## src/rtl/capture_square_grid_pkg.sv

```systemverilog
// Shared constants, state encoding and grid/square address helpers for the
// grid-square capture path.
package capture_square_grid_pkg;

    localparam int unsigned SQUARE_SIZE  = 20;
    localparam int unsigned SQUARE_WORDS = SQUARE_SIZE * SQUARE_SIZE;
    localparam int unsigned SCREEN_W     = 160;
    localparam int unsigned SCREEN_H     = 120;
    localparam int unsigned GRID_COLS    = 8;
    localparam int unsigned GRID_ROWS    = 6;
    localparam int unsigned COLOUR_W     = 9;
    localparam int unsigned ADDR_W       = 9;

    typedef enum logic [1:0] {
        IDLE  = 2'd0,
        ISSUE = 2'd1,
        DRAIN = 2'd2,
        DONE  = 2'd3
    } state_t;

    // 20x20 memory address translator: row-major word index of (cx, cy).
    function automatic logic [ADDR_W-1:0] square_addr(input logic [4:0] cx,
                                                      input logic [4:0] cy);
        return ADDR_W'(cy) * ADDR_W'(SQUARE_SIZE) + ADDR_W'(cx);
    endfunction

    function automatic logic [7:0] cell_x(input logic [3:0] gx,
                                          input logic [4:0] cx);
        return 8'(gx) * 8'(SQUARE_SIZE) + 8'(cx);
    endfunction

    function automatic logic [6:0] cell_y(input logic [3:0] gy,
                                          input logic [4:0] cy);
        return 7'(gy) * 7'(SQUARE_SIZE) + 7'(cy);
    endfunction

endpackage

```

## src/rtl/capture_square_grid_tag_pipe.sv

```systemverilog
// Fixed-depth valid+address shift register that tracks frame-buffer reads
// in flight so each returning word knows its square RAM address.
module latency_tag_pipe #(
    parameter int unsigned DEPTH  = 2,
    parameter int unsigned ADDR_W = 9
) (
    input  logic              clk,
    input  logic              clear,
    input  logic              in_valid,
    input  logic [ADDR_W-1:0] in_addr,
    output logic              out_valid,
    output logic [ADDR_W-1:0] out_addr,
    output logic              any_valid
);

    logic [DEPTH-1:0]             valid;
    logic [DEPTH-1:0][ADDR_W-1:0] addr;

    generate
        if (DEPTH == 1) begin : g_single
            always_ff @(posedge clk) begin
                if (clear) begin
                    valid <= '0;
                    addr  <= '0;
                end else begin
                    valid[0] <= in_valid;
                    addr[0]  <= in_addr;
                end
            end
        end else begin : g_shift
            always_ff @(posedge clk) begin
                if (clear) begin
                    valid <= '0;
                    addr  <= '0;
                end else begin
                    valid <= {valid[DEPTH-2:0], in_valid};
                    addr  <= {addr[DEPTH-2:0], in_addr};
                end
            end
        end
    endgenerate

    assign out_valid = valid[DEPTH-1];
    assign out_addr  = addr[DEPTH-1];
    assign any_valid = |valid;

endmodule

```

## src/rtl/capture_square_grid.sv

```systemverilog
// Copies one 20x20 cell of the frame-buffer shadow RAM into the square RAM,
// row-major, under a start/done handshake from the game controller.
module capture_square_grid
    import capture_square_grid_pkg::*;
#(
    parameter int unsigned READ_LATENCY = 2
) (
    input  logic                clk,
    input  logic                resetn,
    input  logic                start,
    input  logic [3:0]          GRID_X,
    input  logic [3:0]          GRID_Y,
    output logic [7:0]          fb_x,
    output logic [6:0]          fb_y,
    output logic                fb_rd,
    input  logic [COLOUR_W-1:0] fb_q,
    output logic [ADDR_W-1:0]   wr_address,
    output logic [COLOUR_W-1:0] wr_data,
    output logic                wren,
    output logic                busy,
    output logic                done,
    output logic                error
);

    localparam logic [4:0] LAST = 5'(SQUARE_SIZE - 1);

    state_t      state;
    logic [3:0]  gx;
    logic [3:0]  gy;
    logic [4:0]  cx;
    logic [4:0]  cy;
    logic        tag_valid;
    logic [ADDR_W-1:0] tag_addr;
    logic        tags_pending;

    // cx/cy always name the read currently presented on fb_x/fb_y, so the
    // tag entering the pipe lines up with fb_rd in the same cycle.
    latency_tag_pipe #(
        .DEPTH  (READ_LATENCY),
        .ADDR_W (ADDR_W)
    ) u_tag_pipe (
        .clk       (clk),
        .clear     (!resetn),
        .in_valid  (fb_rd),
        .in_addr   (square_addr(cx, cy)),
        .out_valid (tag_valid),
        .out_addr  (tag_addr),
        .any_valid (tags_pending)
    );

    always_ff @(posedge clk) begin
        if (!resetn) begin
            state <= IDLE;
            gx    <= '0;
            gy    <= '0;
            cx    <= '0;
            cy    <= '0;
            fb_x  <= '0;
            fb_y  <= '0;
            fb_rd <= 1'b0;
            busy  <= 1'b0;
            done  <= 1'b0;
            error <= 1'b0;
        end else begin
            case (state)
                IDLE: begin
                    if (start) begin
                        gx <= GRID_X;
                        gy <= GRID_Y;
                        cx <= '0;
                        cy <= '0;
                        if (GRID_X >= 4'(GRID_COLS) || GRID_Y >= 4'(GRID_ROWS)) begin
                            state <= DONE;
                            done  <= 1'b1;
                            error <= 1'b1;
                        end else begin
                            // First read goes out in the cycle right after start.
                            state <= ISSUE;
                            busy  <= 1'b1;
                            error <= 1'b0;
                            fb_rd <= 1'b1;
                            fb_x  <= cell_x(GRID_X, 5'd0);
                            fb_y  <= cell_y(GRID_Y, 5'd0);
                        end
                    end
                end

                ISSUE: begin
                    if (cx == LAST && cy == LAST) begin
                        fb_rd <= 1'b0;
                        state <= DRAIN;
                    end else if (cx == LAST) begin
                        cx   <= '0;
                        cy   <= cy + 5'd1;
                        fb_x <= cell_x(gx, 5'd0);
                        fb_y <= cell_y(gy, cy + 5'd1);
                    end else begin
                        cx   <= cx + 5'd1;
                        fb_x <= cell_x(gx, cx + 5'd1);
                    end
                end

                DRAIN: begin
                    if (!tags_pending) begin
                        state <= DONE;
                        busy  <= 1'b0;
                        done  <= 1'b1;
                    end
                end

                DONE: begin
                    done  <= 1'b0;
                    state <= IDLE;
                end

                default: state <= IDLE;
            endcase
        end
    end

    always_ff @(posedge clk) begin
        if (!resetn) begin
            wren       <= 1'b0;
            wr_address <= '0;
            wr_data    <= '0;
        end else begin
            wren <= tag_valid;
            if (tag_valid) begin
                wr_address <= tag_addr;
                wr_data    <= fb_q;
            end
        end
    end

endmodule

```

## config.mk

```make
export PLATFORM = sky130hd
export DESIGN_NAME = capture_square_grid
export DESIGN_NICKNAME = d
export VERILOG_FILES = /design/src/rtl/capture_square_grid_pkg.sv /design/src/rtl/capture_square_grid_tag_pipe.sv /design/src/rtl/capture_square_grid.sv
export SDC_FILE = /design/constraint.sdc
export NUM_CORES = 1
export LEC_CHECK = 0
export CAP_MARGIN = 20
export CORE_MARGIN = 4
export CORE_UTILIZATION = 50
export CTS_BUF_LIST = sky130_fd_sc_hd__clkbuf_4 sky130_fd_sc_hd__clkbuf_8 sky130_fd_sc_hd__clkbuf_16
export DETAILED_ROUTE_END_ITERATION = 10
export GPL_ROUTABILITY_DRIVEN = 0
export GPL_TIMING_DRIVEN = 0
export PLACE_DENSITY = 0.75
export SETUP_SLACK_MARGIN = 0.05
export SYNTH_ARGS = -nofsm -noshare
export SYNTH_HDL_FRONTEND = slang
export SYNTH_SLANG_ARGS = --single-unit
export TNS_END_PERCENT = 5
```

## constraint.sdc

```tcl
create_clock -name clk -period 3 [get_ports clk]
set_input_delay 0.6 -clock clk [delete_from_list [all_inputs] [get_ports clk]]
set_output_delay 0.6 -clock clk [all_outputs]
set_load 0.01 [all_outputs]
```

==> results by group <==
Yosys
  – Synth top cells by count: 78 x dfxtp_1, 45 x nor2_1, 41 x nand2_1
  – Synth top area cells: dfxtp_1 40%, ha_1 11%, mux2i_1 6.2%, a21oi_1 4.6%, nor2_1 4.3%
  – Syn_area_per_cell: between 9 and 10 sq um
  – Fraction of registers with async set or reset after synthesis: 0
  – Synth top area share: 0.400
  – Post-synthesis cell count: about 420
  – Synthesized netlist net count: 474
  – Most common cell in the netlist: dfxtp_1
  – Synth Warn #: 0
  – Yosys reg bits: 78
  – Post-synth EDFFs: 0
  – Cell variety after synth: 57
  – Post-synth top area cell: dfxtp_1
  – Synth Flop Type: dfxtp_1
  – Seq/Total Area, Yosys: 0.400
  – Post-Syn Area: 3900 sq um

Routing
  – Highest Signal Layer: met4
  – Via count: roughly 3,100
  – Wire length on met1: 3890 um
  – First DRT Iteration DRCs: 72
  – Drt total wl: 8480 um
  – Metal2 WL: approximately 4000 um
  – Post-DR wirelength/cell: around 14 um
  – 1st-pass router iterations: 4
  – Vias per inst: 5.25
  – Metal3 WL: 434 um
  – ANT nets after route: 0
  – DRC viols: 0

Timing
  – Worst slew pin tran: 687 ps
  – Final min period: approximately 2500 ps
  – Final setup viols: 0
  – Worst hold slack: about 440 ps
  – Skew final: 14.2 ps
  – Achievable Freq: between 400 and 500 MHz
  – Final worst slack: ~500 ps
  – TNS Setup: 0 ps
  – Max_slew headroom: 0.542
  – RSZ-0062 raised after global routing: false
  – Hold Vio Cnt, Final: 0
  – Final Slew Violations: 0
  – Fin crit share: 0.831

Finish
  – Area Overhead vs Synth: 23.7%
  – Fin util: 0.651
  – Area of the multi-input gates: 2210 sq um
  – Layout cells sized above 1: 0.0861
  – Diodes inserted: 0
  – Register area: ~1600 sq um
  – Cell Count, Final, Fillers Out: roughly 590
  – Fillers: between 600 and 700
  – Final nets: about 540
  – Finished layout cell area: around 4800 sq um

Hold path
  – Hold crit path type: reg -> reg
  – Min-Delay Startpoint: u_tag_pipe.addr[5]
  – Hold depth: 1
  – Worst Hold End: u_tag_pipe.out_addr[5]

Placed design
  – Placed inst area: 4600 sq um
  – Dpl hpwl: 6330 um
  – Worst slack, placed: about 150 ps
  – IO Port Bufs: 57
  – Placed cell count: approximately 570

Clocking
  – Clock latency on the worst-skew pair: approximately 350 ps
  – Post-cts sizing count: 0
  – TritonCTS buffer count: 9
  – Clock root buffer: clkbuf_8
  – H-tree Lvls: 3
  – Postcts setup bufs: 0
  – Max Buffers Root-to-Sink: 2
  – Hold Buf Count CTS: 0
  – Clock Sinks: 78
  – CTS tree: built
  – Clock-pin slew on the worst setup and hold paths: around 80 ps

Power
  – Lkg Pwr: 1.91 nW
  – Maximum vdd drop: 375 uV
  – Power per Cell Area: 678 nW/um^2
  – Power Total: 3.27 mW

Worst setup path
  – CP Buf/Inv Count: 1
  – Top delay family on crit path: adder cells
  – Crit path launch type: input pin
  – Setup CP Type: in -> reg
  – Critical Path Most Common Cell: ha_1
  – Crit-path slowest cell: clkdlybuf4s50_1
  – Max Fanout on Critical Path: 5
  – CP peak stage delay: a little under 600 ps
  – CP cell instances: clkdlybuf4s50_1 > ha_1 > ha_1 > fa_1 > xnor2_1 > nor4_1 > o32ai_1 > a21oi_1
  – WP data required: 3280 ps
  – R2R Path End: fb_x[7]
  – Crit end category: flop
  – FF-to-FF Start: cx[0]
  – Internal reg-to-reg setup slack: approximately 520 ps
  – Path depth of the worst reg2reg path: 9
  – CP arrival: between 2000 and 3000 ps

Flow run
  – Max-cap violation count: 0

Global route
  – First-pass GRT wire length: 14,200 um
  – Initial antenna violation count: 0
  – Maximum number of pins on one net before global-route repair: 16
  – Grt ovf: 0
  – Vias in the first global route: 3,016
  – Total GRT Usage: 0.198

Die
  – Core box area: 7410 sq um
  – Die W: 96.3 um
  – Die height: 96.3 um
  – Die area: around 9300 sq um
  – Initial Util: 0.527
  – Rows: 31
  – I/O pin count: 58

Run status
  – Status: complete, no violations
-- flip-flops by register name, indices dropped and copies added (netlist names), 4 cells and up --
signal	flops
u_tag_pipe.addr	9
u_tag_pipe.out_addr	9
wr_address	9
wr_data	9
fb_x	8
fb_y	7
cx	5
cy	5
gx	4
gy	4
-- report_power, final --
part           total [mW]  internal (mW)  switching, mW
logic                1.14          0.500          0.636
registers            1.23           1.15         0.0846
clock network       0.906          0.482          0.424
-- how the worst max path moves through the flow --
stage,startpoint,cells past startpoint,endpoint
final,GRID_X[3],8,fb_x[7]
after detailed placement,GRID_X[3],8,fb_x[7]
after global routing,cx[0],9,fb_x[7]
after CTS,GRID_X[3],8,fb_x[7]
after floorplan,gx[1],8,fb_x[7]
after global placement,GRID_X[3],8,fb_x[7]
-- layer usage --
layer | up-vias | global-route usage
met3 | 17 | 0.0446
met1 | 1438 | 0.244
li1 | 1553 | -
met5 | - | 0
met2 | 73 | 0.335
met4 | 0 | 0.0748
-- cell families after synthesis --
group	share of synthesized area
compound gates	0.123
fa+ha+maj	0.137
flops	0.400
xor+xnor	0.0584
mux	0.0644
simple gates	0.184
buf+inv	0.0337
-- final cells by class --
class / instances / area share
multi-input combinational: 309 / 0.458
inverter: 10 / 0.00778
buffer: 18 / 0.0194
clock buffer: 9 / 0.0257
tap: 99 / 0.0257
clock inverter: 7 / 0.0218
timing repair buffer: 57 / 0.118
sequential: 78 / 0.324
-- cell usage in the layout (no fill, tap or decap), drive strengths merged, types with 3 or more instances in the layout --
cell,synthesis,final
clkdlybuf4s50,0,57
nand2,43,43
o21ai,11,11
xnor2,18,18
clkbuf,7,16
a21o,5,5
nand3,13,13
and2,19,19
nand2b,4,4
nor2b,4,4
a211o,3,3
xor2,8,8
buf,11,11
ha,33,33
a21oi,39,39
a211oi,4,4
fa,6,6
inv,10,13
dfxtp,78,78
mux2i,24,24
nor2,46,46
(Power assumes the default switching activity.)
